$ cat src/rtl/hamming_pkg.sv
// Shared types and constants for the Hamming min/max distance engine.
package hamming_pkg;

  localparam int OP_W      = 16;
  localparam int HD_W      = 5;
  localparam int HD_MAX    = 16;
  localparam int NUM_PAIRS = 496;

  typedef enum logic [3:0] {
    IDLE,
    LOAD,
    SCAN,
    WR_MIN,
    WR_MAX,
    WR_P0,
    WR_P1,
    WR_P2,
    WR_P3,
    DONE
  } state_t;

endpackage

$ cat src/rtl/popcount16.sv
// Combinational ones count of a 16-bit word, result 0..16.
module popcount16
  import hamming_pkg::*;
(
  input  logic [OP_W-1:0] din,
  output logic [HD_W-1:0] cnt
);

  always_comb begin
    cnt = '0;
    for (int i = 0; i < OP_W; i++) begin
      cnt = cnt + HD_W'(din[i]);
    end
  end

endmodule

$ cat src/rtl/hamming_minmax_engine.sv
// Loads 32 operands from data memory, finds min/max pairwise Hamming distance,
// writes results back. HAMMING_PAIR_ADDR_EN also writes the winning pair indices.
module hamming_minmax_engine
  import hamming_pkg::*;
#(
  parameter int NUM_OPS  = 32,
  parameter int OP_BASE  = 0,
  parameter int RES_BASE = 64,
  parameter int AW       = 8,
  parameter int DW       = 8
) (
  input  logic          clk,
  input  logic          reset,
  input  logic          start,
  output logic          done,
  output logic [AW-1:0] dm_addr,
  input  logic [DW-1:0] dm_rd_data,
  output logic          dm_wr_en,
  output logic [DW-1:0] dm_wr_data,
  output state_t        dbg_state
);

  localparam int IW = $clog2(NUM_OPS);
  localparam int BW = IW + 1;

  state_t          state_q, state_d;
  logic            armed_q, armed_d;
  logic            done_q, done_d;
  logic            wr_en_q, wr_en_d;
  logic [AW-1:0]   addr_q, addr_d;
  logic [DW-1:0]   wdata_q, wdata_d;
  logic [BW-1:0]   b_q, b_d;
  logic [IW-1:0]   j_q, j_d, k_q, k_d;
  logic [OP_W-1:0] cache_q [NUM_OPS];
  logic [OP_W-1:0] cache_d [NUM_OPS];
  logic [HD_W-1:0] min_q, min_d, max_q, max_d;
  logic [HD_W-1:0] hd;
`ifdef HAMMING_PAIR_ADDR_EN
  logic [IW-1:0]   min_j_q, min_j_d, min_k_q, min_k_d;
  logic [IW-1:0]   max_j_q, max_j_d, max_k_q, max_k_d;
`endif

  popcount16 u_popcount (
    .din (cache_q[j_q] ^ cache_q[k_q]),
    .cnt (hd)
  );

  // Handshake: start high arms the engine, the following start low launches a
  // run; done stays high until start rises again, which returns to IDLE armed.
  always_comb begin
    state_d = state_q;
    armed_d = armed_q;
    done_d  = done_q;
    wr_en_d = 1'b0;
    addr_d  = addr_q;
    wdata_d = wdata_q;
    b_d     = b_q;
    j_d     = j_q;
    k_d     = k_q;
    cache_d = cache_q;
    min_d   = min_q;
    max_d   = max_q;
`ifdef HAMMING_PAIR_ADDR_EN
    min_j_d = min_j_q;
    min_k_d = min_k_q;
    max_j_d = max_j_q;
    max_k_d = max_k_q;
`endif
    case (state_q)
      IDLE: begin
        if (start) begin
          armed_d = 1'b1;
        end else if (armed_q) begin
          state_d = LOAD;
          armed_d = 1'b0;
          min_d   = HD_W'(HD_MAX);
          max_d   = '0;
          b_d     = '0;
          addr_d  = AW'(OP_BASE);
        end
      end
      LOAD: begin
        // Even byte address is the operand's high byte.
        if (b_q[0]) cache_d[b_q[BW-1:1]][7:0]  = dm_rd_data[7:0];
        else        cache_d[b_q[BW-1:1]][15:8] = dm_rd_data[7:0];
        b_d    = b_q + BW'(1);
        addr_d = AW'(OP_BASE) + AW'(b_q) + AW'(1);
        if (b_q == BW'(2 * NUM_OPS - 1)) begin
          state_d = SCAN;
          j_d     = '0;
          k_d     = IW'(1);
        end
      end
      SCAN: begin
        if (hd < min_q) begin
          min_d = hd;
`ifdef HAMMING_PAIR_ADDR_EN
          min_j_d = j_q;
          min_k_d = k_q;
`endif
        end
        if (hd > max_q) begin
          max_d = hd;
`ifdef HAMMING_PAIR_ADDR_EN
          max_j_d = j_q;
          max_k_d = k_q;
`endif
        end
        if (k_q == IW'(NUM_OPS - 1)) begin
          if (j_q == IW'(NUM_OPS - 2)) begin
            state_d = WR_MIN;
            wr_en_d = 1'b1;
            addr_d  = AW'(RES_BASE);
            wdata_d = DW'(min_d);
          end else begin
            j_d = j_q + IW'(1);
            k_d = j_q + IW'(2);
          end
        end else begin
          k_d = k_q + IW'(1);
        end
      end
      WR_MIN: begin
        state_d = WR_MAX;
        wr_en_d = 1'b1;
        addr_d  = AW'(RES_BASE + 1);
        wdata_d = DW'(max_q);
      end
`ifdef HAMMING_PAIR_ADDR_EN
      WR_MAX: begin
        state_d = WR_P0;
        wr_en_d = 1'b1;
        addr_d  = AW'(RES_BASE + 2);
        wdata_d = DW'(min_k_q);
      end
      WR_P0: begin
        state_d = WR_P1;
        wr_en_d = 1'b1;
        addr_d  = AW'(RES_BASE + 3);
        wdata_d = DW'(min_j_q);
      end
      WR_P1: begin
        state_d = WR_P2;
        wr_en_d = 1'b1;
        addr_d  = AW'(RES_BASE + 4);
        wdata_d = DW'(max_k_q);
      end
      WR_P2: begin
        state_d = WR_P3;
        wr_en_d = 1'b1;
        addr_d  = AW'(RES_BASE + 5);
        wdata_d = DW'(max_j_q);
      end
      WR_P3: begin
        state_d = DONE;
        done_d  = 1'b1;
      end
`else
      WR_MAX: begin
        state_d = DONE;
        done_d  = 1'b1;
      end
`endif
      DONE: begin
        if (start) begin
          state_d = IDLE;
          armed_d = 1'b1;
          done_d  = 1'b0;
        end
      end
      default: state_d = IDLE;
    endcase
  end

  always_ff @(posedge clk or posedge reset) begin
    if (reset) begin
      state_q <= IDLE;
      armed_q <= 1'b0;
      done_q  <= 1'b0;
      wr_en_q <= 1'b0;
      addr_q  <= '0;
      wdata_q <= '0;
      b_q     <= '0;
      j_q     <= '0;
      k_q     <= '0;
      min_q   <= HD_W'(HD_MAX);
      max_q   <= '0;
`ifdef HAMMING_PAIR_ADDR_EN
      min_j_q <= '0;
      min_k_q <= '0;
      max_j_q <= '0;
      max_k_q <= '0;
`endif
    end else begin
      state_q <= state_d;
      armed_q <= armed_d;
      done_q  <= done_d;
      wr_en_q <= wr_en_d;
      addr_q  <= addr_d;
      wdata_q <= wdata_d;
      b_q     <= b_d;
      j_q     <= j_d;
      k_q     <= k_d;
      min_q   <= min_d;
      max_q   <= max_d;
`ifdef HAMMING_PAIR_ADDR_EN
      min_j_q <= min_j_d;
      min_k_q <= min_k_d;
      max_j_q <= max_j_d;
      max_k_q <= max_k_d;
`endif
    end
  end

  // Operand cache is fully reloaded before every scan, so it needs no reset.
  always_ff @(posedge clk) begin
    cache_q <= cache_d;
  end

  assign done       = done_q;
  assign dm_wr_en   = wr_en_q;
  assign dm_addr    = addr_q;
  assign dm_wr_data = wdata_q;
  assign dbg_state  = state_q;

endmodule

$ cat config.mk
export PLATFORM = sky130hd
export DESIGN_NAME = hamming_minmax_engine
export DESIGN_NICKNAME = d
export VERILOG_FILES = /design/src/rtl/hamming_pkg.sv /design/src/rtl/popcount16.sv /design/src/rtl/hamming_minmax_engine.sv
export SDC_FILE = /design/constraint.sdc
export NUM_CORES = 1
export LEC_CHECK = 0
export BUFFER_PORTS_ARGS = -buffer_cell sky130_fd_sc_hd__buf_2
export CAP_MARGIN = 5
export CORE_ASPECT_RATIO = 1.2
export CORE_MARGIN = 1.5
export CORE_UTILIZATION = 64
export DETAILED_ROUTE_END_ITERATION = 16
export GPL_TIMING_DRIVEN = 0
export MAX_ROUTING_LAYER = met4
export PLACE_DENSITY = 0.81
export SLEW_MARGIN = 20
export SYNTH_ARGS = -nofsm -noshare
export SYNTH_HDL_FRONTEND = slang
export SYNTH_SLANG_ARGS = --single-unit
export TNS_END_PERCENT = 1
$ cat constraint.sdc
create_clock -name clk -period 9.5 [get_ports clk]
set_input_delay 0.95 -clock clk [delete_from_list [all_inputs] [get_ports clk]]
set_output_delay 0.95 -clock clk [all_outputs]
set_load 0.01 [all_outputs]
==> results of run 1 <==
==> metrics by stage <==
step                      power, mW  std cells
after floorplan                5.43       2198
after global placement         6.75       2835
after detailed placement       6.97       2837
after CTS                      9.05       2936
after global routing           9.54       2941
final                          9.30       2944
==> synth_stat cells (all sizes together), types with 2 or more instances <==
cell type | n | area share, %
nand3 | 19 | 0.33
o221ai | 18 | 0.54
a211oi | 9 | 0.23
xnor2 | 6 | 0.18
dfrtp | 44 | 3.8
inv | 28 | 0.36
and3b | 4 | 0.12
a21o | 6 | 0.15
a22oi | 97 | 2.6
a21oi | 38 | 0.65
o21ai | 34 | 0.58
a221oi | 5 | 0.15
nor3 | 11 | 0.19
and3 | 6 | 0.13
nor3b | 9 | 0.23
o21a | 2 | 0.051
fa | 10 | 0.69
a22o | 4 | 0.12
o22ai | 7 | 0.15
nand2 | 102 | 1.3
and2 | 21 | 0.45
o41ai | 2 | 0.060
nand2b | 17 | 0.36
o211ai | 6 | 0.15
mux2 | 3 | 0.13
xor2 | 18 | 0.54
nor2b | 10 | 0.21
edfxtp | 512 | 53
nor2 | 588 | 7.6
o31ai | 6 | 0.17
nand4 | 18 | 0.39
mux2i | 66 | 2.3
ha | 20 | 0.86
nor4 | 2 | 0.064
buf | 84 | 2.0
mux4 | 227 | 18
a31oi | 3 | 0.064
clkbuf | 121 | 1.6
o2111ai | 2 | 0.060
==> layout make-up <==
class                      count  area, µm²  area share (%)
antenna                        8       20.0          0.0628
clock inverter                32        239           0.750
multi-input combinational   1408      11600            36.3
clock buffer                  67       1480            4.65
sequential                   557      16500            51.8
buffer                       205       1040            3.25
inverter                      28        105           0.330
tap                          609        762            2.39
timing repair buffer          30        168           0.526
==> placed cells by master, fill, tap and decap left out, drive strengths merged, types with 5 or more instances in the layout <==
cell type	Yosys	final
nor3	11	11
xor2	18	18
and2	21	21
nor2	588	588
o211ai	6	6
nand4	18	18
dfrtp	44	44
clkbuf	121	188
diode	0	8
a211oi	9	9
clkinv	0	25
mux2i	66	66
ha	20	20
nand3	19	19
nor3b	9	9
o21ai	34	34
o221ai	18	18
fa	10	10
a21oi	38	38
nand2	102	102
mux4	227	227
nor2b	10	10
nand2b	17	17
a21o	6	6
buf	84	114
a22oi	97	97
o31ai	6	6
and3	6	6
edfxtp	512	512
a221oi	5	5
xnor2	6	6
o22ai	7	7
inv	28	32
==> final timing paths <==
path / cells past startpoint / startpoint / to / slack, ps
hold / removal: 2 / reset / dm_addr[2] / 260
min in group clk: 1 / dm_addr[4] / dm_addr[4] / 480
hold reg to reg: 1 / dm_addr[4] / dm_addr[4] / 480
setup reg to reg: 22 / k_q[2] / max_q[0] / 590
max in group asynchronous: 3 / reset / min_q[4] / 8700
setup / recovery: 22 / k_q[2] / max_q[0] / 590
==> cell families after synthesis <==
group	Yosys count	synth area share, %
compound gates	242	5.85
flops	557	56.6
simple gates	812	11.5
fa+ha+maj	30	1.54
xor+xnor	24	0.721
other cells	1	0.0129
mux	296	19.9
buf+inv	233	3.90
==> state kept, by name (all words and copies together), names as in the netlist <==
signal      cells
done            1
dbg_state       4
k_q             5
dm_addr         7
cache_q       512
b_q             6
dm_wr_en        1
min_q           5
dm_wr_data      5
j_q             5
armed_q         1
max_q           5
==> metal layers <==
layer	GRT usage (%)	part of all wire, %
met1	64.5	30
met2	75.7	42
met3	22.8	18
met4	40.1	9.6
met5	-	0
==> where the power goes <==
| part | switching, mW | internal (mW) | total, mW | leakage [nW] |
|---|---|---|---|---|
| sequential | 0.0912 | 2.83 | 2.92 | 5.18 |
| clock | 0.995 | 1.19 | 2.18 | 0.864 |
| combinational | 2.82 | 1.38 | 4.20 | 4.18 |
==> results.txt, run 1 <==
Number of maximum-capacitance constraint violations: 0. The worst-case IR drop observed on VDD is 483 µV. The slowest stage of the critical path belongs to the cell sky130_fd_sc_hd__nor3b_1. The initial antenna violation count is 6, and the smallest hold slack is 265 ps. The via count of the first global-routing pass is 22400, and the core box area is 44900 µm². The first routing iteration left 3988 violations. The count of nets left with antenna violations after detail routing is 0.

Fill cells in the final layout number 3097. The share of the cycle needed by the critical path after routing is 93.8%. The fraction of registers with async set or reset after synthesis is 8.08%. The synthesized flop and latch total was 557. After clock tree synthesis, the repair step resized 0 gates.

The full die area is 46900 µm². The floorplan has 85 rows. Clock tree synthesis found a total of 557 sinks. The cell occurring most often along the worst timing path was sky130_fd_sc_hd__fa_1. For the worst-skew pair, the clock arrives at the later sink with an insertion delay of 640 ps. Setup repair after global routing left no endpoint under its margin. For this run, the top clock speed supported by timing is 0.112 GHz. The actual slew at the worst max-slew pin was 1290 ps. For the worst setup path, the data required time is 10020 ps. The run gives 33 as the number of top-level pins. The worst setup path is launched from a flip-flop. The placed instances occupy a cell area of 30100 µm². The number of input and output port buffers inserted came out at 28. Clock skew on the completed layout was measured at 20.6 ps.

The placer's final routability congestion estimate was 1.16. TritonCTS built the clock tree. The run gives 35 as the maximum number of pins on one net before global-route repair. The detailed placer's ending HPWL was 90200 µm. The total clock buffers created by CTS was 55; the critical-path maximum fanout was 10.

Relative to the synthesized area, the layout overhead comes to 9.27%. Once the floorplan was initialized, standard cells occupied 65.0% of the core. The largest single stage delay on the critical path is 1030 ps. The path class of the tightest hold or removal check is in2async. STA classifies the critical path endpoint as a flip-flop. Category of the critical setup timing path: reg2reg. Data on the critical path arrives at its endpoint at 9440 ps.

In the routed layout, each cell is associated on average with a via count of 7.79. The post-synthesis average cell area is 13.3 µm², and the number of hold violations in the final report is 0. The tools report the total wire length as 122000 µm. The run gives 0 as the number of buffers added for setup after CTS.

Prior to clock tree synthesis, the placed netlist has a worst setup slack of 916 ps. The number of hold buffers added after CTS was 0. The root buffer cell chosen for the clock tree is sky130_fd_sc_hd__clkbuf_16. The areal power density over the cells is 292 nW/µm². After layout, the worst setup slack is 588 ps. The logs give 0 for the max-slew violation total from the final report and 0 for the number of DRC violations after detailed routing.

The post-route netlist has 19.0% of its cells at a drive strength greater than 1. The deepest clock path buffer count was 3. The tools report the total negative slack as 0 ps.

The most common flop cell mapped by yosys is sky130_fd_sc_hd__edfxtp_1. The routed length per placed instance works out to 41.4 µm. The logs give 13.9% for the worst-case headroom to the max-slew limit and 2195 for the cell count after synthesis.

Measured along the x axis, the die boundary spans 198 µm. The run finished with clean final reports. The final critical delay including setup and external delays works out to 8910 ps. Broken down by cell family, the worst path's largest delay share belongs to adder cells. The length of the first detailed-routing pass in iterations was 6. The final core area utilization is 71.0%.

In the global route stage, overall resource usage came out at 54.9%. The H-tree depth was 2; the number of distinct library cells after synthesis was 60. The logs give 10.2 nW for the cell leakage power and 29200 µm² for the total standard cell area after synthesis. For this run, the register share of the synthesized area comes to 56.6%. The remaining global-route overflow is 0, and the CTS clock-pin slew for the worst setup and hold paths is 70 ps. Setup violations remaining at the end of the flow were counted as 0.

The first global-routing pass estimated 166000 µm of wire. The height of the die is 237 µm, and the total via count in the routed design is 22900. The tools report the final design instance area without fill as 31900 µm². For the post-layout net count, the log shows 2326. The sum of buffers and inverters on the critical path is 4, and the number of enable-type register cells in the synthesized netlist is 512.

For this run, the number of Yosys warnings is 0. Traced cell by cell, the critical path runs through buf_4 -> buf_2 -> nor3b_1 -> clkbuf_1 -> a22oi_1 -> nand4_1 -> xor2_1 -> ha_1 -> fa_1 -> fa_1 -> fa_1 -> fa_1 -> inv_1 -> fa_1 -> fa_1 -> xnor2_1 -> ha_1 -> o21a_1 -> o21ai_0 -> a21oi_1 -> o21ai_1 -> mux2_2.
Power figures use the tool's default switching activity.
==> run 2, diff against run 1 <==
--- a/config.mk
+++ b/config.mk
@@ -7,7 +7,6 @@
 export LEC_CHECK = 0
 export BUFFER_PORTS_ARGS = -buffer_cell sky130_fd_sc_hd__buf_2
 export CAP_MARGIN = 5
-export CORE_ASPECT_RATIO = 1.2
 export CORE_MARGIN = 1.5
 export CORE_UTILIZATION = 64
 export DETAILED_ROUTE_END_ITERATION = 16
==> results.txt, run 2 (synthesized netlist as in run 1, its figures left out) <==
The flow ran to the end, and the final reports show no timing, DRC or antenna violations. The run gives 89200 µm (-1.1%) as the detailed placer's ending HPWL. The run gives 3 (unchanged) as the deepest clock path buffer count. Routed length per placed instance: 40.9 µm (-1.2%). The slowest stage of the critical path belongs to the cell sky130_fd_sc_hd__clkbuf_1. The met1 capacity usage during global routing came out at 66.1% (+1.6 points). met2 is the most crowded layer. The total number of clock tree sinks was 557 (unchanged); the areal power density over the cells was 293 nW/µm² (+0.54%). The total via count in the routed design is 22900 (-0.11%).

Relative to the synthesized area, the layout overhead comes to 9.70%. The number of setup violations in the final report came out at 0 (unchanged). Share of the cycle needed by the critical path after routing: 89.7% (-4.1 points).

For the number of DRC markers in iteration 0, the log shows 4769 (+20%). The number of input and output port buffers inserted was 28 (unchanged); the smallest hold slack was 315 ps (+50.7 ps). For the count of non-filler cells in the finished layout, the log shows 2944 (unchanged). The number of flip-flops in the largest register is 512 (unchanged), and the H-tree depth is 2 (unchanged).

The run gives 7 (+1) as the initial antenna violation count. For the max-slew violation total from the final report, the log shows 0 (unchanged). The initial standard-cell utilization of the core came out at 64.6% (-0.44 points). The width of the chip came out at 217 µm (+9.4%). For the full die area, the log shows 46900 µm² (about the same).

For the number of instances in the placed design, the log shows 2828 (-0.32%). The worst setup path is captured at a flip-flop. The clock skew is 41.3 ps (+20.7 ps). The startpoint type of the worst setup path was a flip-flop.

The logs give 22000 (-1.8%) for the via count of the first global-routing pass and 1.14 (-1.8%) for the placer's final routability congestion estimate. Fill cell total of the finished layout: 2966 (-4.2%). The number of maximum-capacitance constraint violations came out at 0 (unchanged).

The final critical delay including setup and external delays works out to 8520 ps (-392 ps). The delay contributed by the slowest stage of the critical path came out at 1010 ps (-20 ps). The CTS clock-pin slew for the worst setup and hold paths works out to 60 ps (about the same). For the post-layout net count, the log shows 2328 (+0.086%). The top register by number of flip-flops was cache_q. For the placement row count, the log shows 78 (-8.2%).

Leaving out fill and tap cells, the most frequent cell in the layout is sky130_fd_sc_hd__nor2_1. TritonCTS built the clock tree. Setup repair after global routing left no endpoint under its margin. The worst hold path belongs to the class in2async.

Category of the critical setup timing path: reg2reg. Combined global-route utilization of all metal layers: 53.6% (-1.3 points). The count of nets left with antenna violations after detail routing was 0 (unchanged); the worst-case headroom to the max-slew limit was 10.7% (-3.3 points).

The tools report the core box area as 45200 µm² (+0.68%). The library cells used most frequently in the layout, excluding fill and tap cells, are 587 x sky130_fd_sc_hd__nor2_1, 512 x sky130_fd_sc_hd__edfxtp_1, 227 x sky130_fd_sc_hd__mux4_2. The tools report the number of hold violations in the final report as 0 (unchanged). The cell leakage power is 10.3 nW (+0.41%), and the remaining global-route overflow is 0 (unchanged). The number of resized instances in the post-cts repair step came out at 0 (unchanged). The actual slew at the worst max-slew pin came out at 1340 ps (+49.2 ps).

For the maximum number of pins on one net before global-route repair, the log shows 28 (-20%). The number of top-level pins is 33 (unchanged). The count of hold buffers inserted by post-cts repair was 0 (unchanged). The total clock buffers created by CTS is 57 (+3.6%), and the share of cells above drive strength 1 is 19.2% (+0.18 points). The first-pass GRT wire length was 164000 µm (-1.3%); the number of buffers added for setup after CTS was 0 (unchanged). The endpoint required time on the critical path is 10010 ps (about the same). The arrival time of the worst setup path was 9030 ps (-410 ps).

The tree is rooted in a sky130_fd_sc_hd__clkbuf_16. The number of DRC violations after detailed routing was 0 (unchanged); the clock insertion delay at the later pin of the skew report was 670 ps (+30 ps). The signal on the critical path passes through clkbuf_1 -> clkbuf_1 -> mux4_2 -> a22oi_1 -> nand4_1 -> xor2_1 -> ha_1 -> fa_1 -> fa_1 -> fa_1 -> fa_1 -> inv_1 -> fa_1 -> fa_1 -> xnor2_1 -> ha_1 -> o21a_1 -> o21ai_0 -> a21oi_1 -> o21ai_1 -> mux2_2.

The tools report the length of the first detailed-routing pass in iterations as 7 (+1). The height of the die was 217 µm (-8.6%). The most numerous cell type found on the critical path is sky130_fd_sc_hd__fa_1. The logs give 0.117 GHz (+4.6%) for the maximum clock frequency and 120000 µm (-1.2%) for the total wire length.

The worst ir drop on vdd was 1020 µV (+110%); the number of vias per cell after detailed routing was 7.78 (-0.11%). The total negative slack is 0 ps (unchanged). The critical-path maximum fanout was 10 (unchanged). The met2 global-route usage was 72.4% (-3.3 points).

The global-route track usage on met3 is 24.7% (+2.0 points).
-- run 2: cell types whose count changed in the layout (fill, tap and decap cells not counted), sizes merged --
cell / delta
bufinv: +1
clkbuf: +2
clkinv: +3
clkinvlp: +5
inv: -2
-- run 2: final timing paths --
kind | start | endpoint | cells after the start | slack [ps]
setup reg to reg | k_q[3] | max_q[0] | 21 | 980
hold / removal | reset | max_q[3] | 2 | 320
hold reg to reg | dm_addr[4] | dm_addr[4] | 1 | 480
min in group clk | dm_addr[4] | dm_addr[4] | 1 | 480
setup / recovery | k_q[3] | max_q[0] | 21 | 980
max in group asynchronous | reset | dm_addr[6] | 3 | 8670
-- run 2: final cells by class --
class	instances	area [µm²]	share of cell area [%]
clock buffers	69	1520	4.76
multi-input cells	1408	11600	36.1
inverters	28	105	0.328
repair buffers	30	168	0.524
plain buffers	205	1040	3.24
diodes	8	20.0	0.0626
well taps	600	751	2.35
clock inverters	39	342	1.07
flip-flops and latches	557	16500	51.6
-- run 2: report_power, final --
group          internal, mW  switching, mW  leakage (nW)
logic                  1.41           2.76          4.17
clock network          1.26           1.04         0.909
registers              2.83         0.0853          5.18
-- run 2: worst max-delay path, delay by kind of cell (launching register included) --
family                   cells  cell delay [ps]
AO/OA/AOI/OAI                5             1310
AND/OR/NAND/NOR              1              200
adder cells (fa/ha/maj)      8             3550
buffers and inverters        3             1400
multiplexers                 2              830
flip-flops                   1              450
XOR/XNOR                     2              640
-- run 2: routing by layer --
metal	vias to the layer above	part of all wire, %
met5	-	0
met4	0	7.9
met3	592	19
met2	2665	41
met1	11200	32
li1	8480	-
-- run 2: stage by stage --
step / power [mW] / setup WS [ps] / instance area (µm²) / util, %
after CTS: 9.11 / 1320 / 32000 / 70.8
after global placement: 6.68 / 1320 / 30100 / 66.6
after global routing: 9.55 / 974 / 32000 / 70.8
after floorplan: 5.43 / 2890 / 29200 / -
after detailed placement: 6.86 / 1360 / 30100 / 66.6
final: 9.38 / 980 / 32000 / 70.8
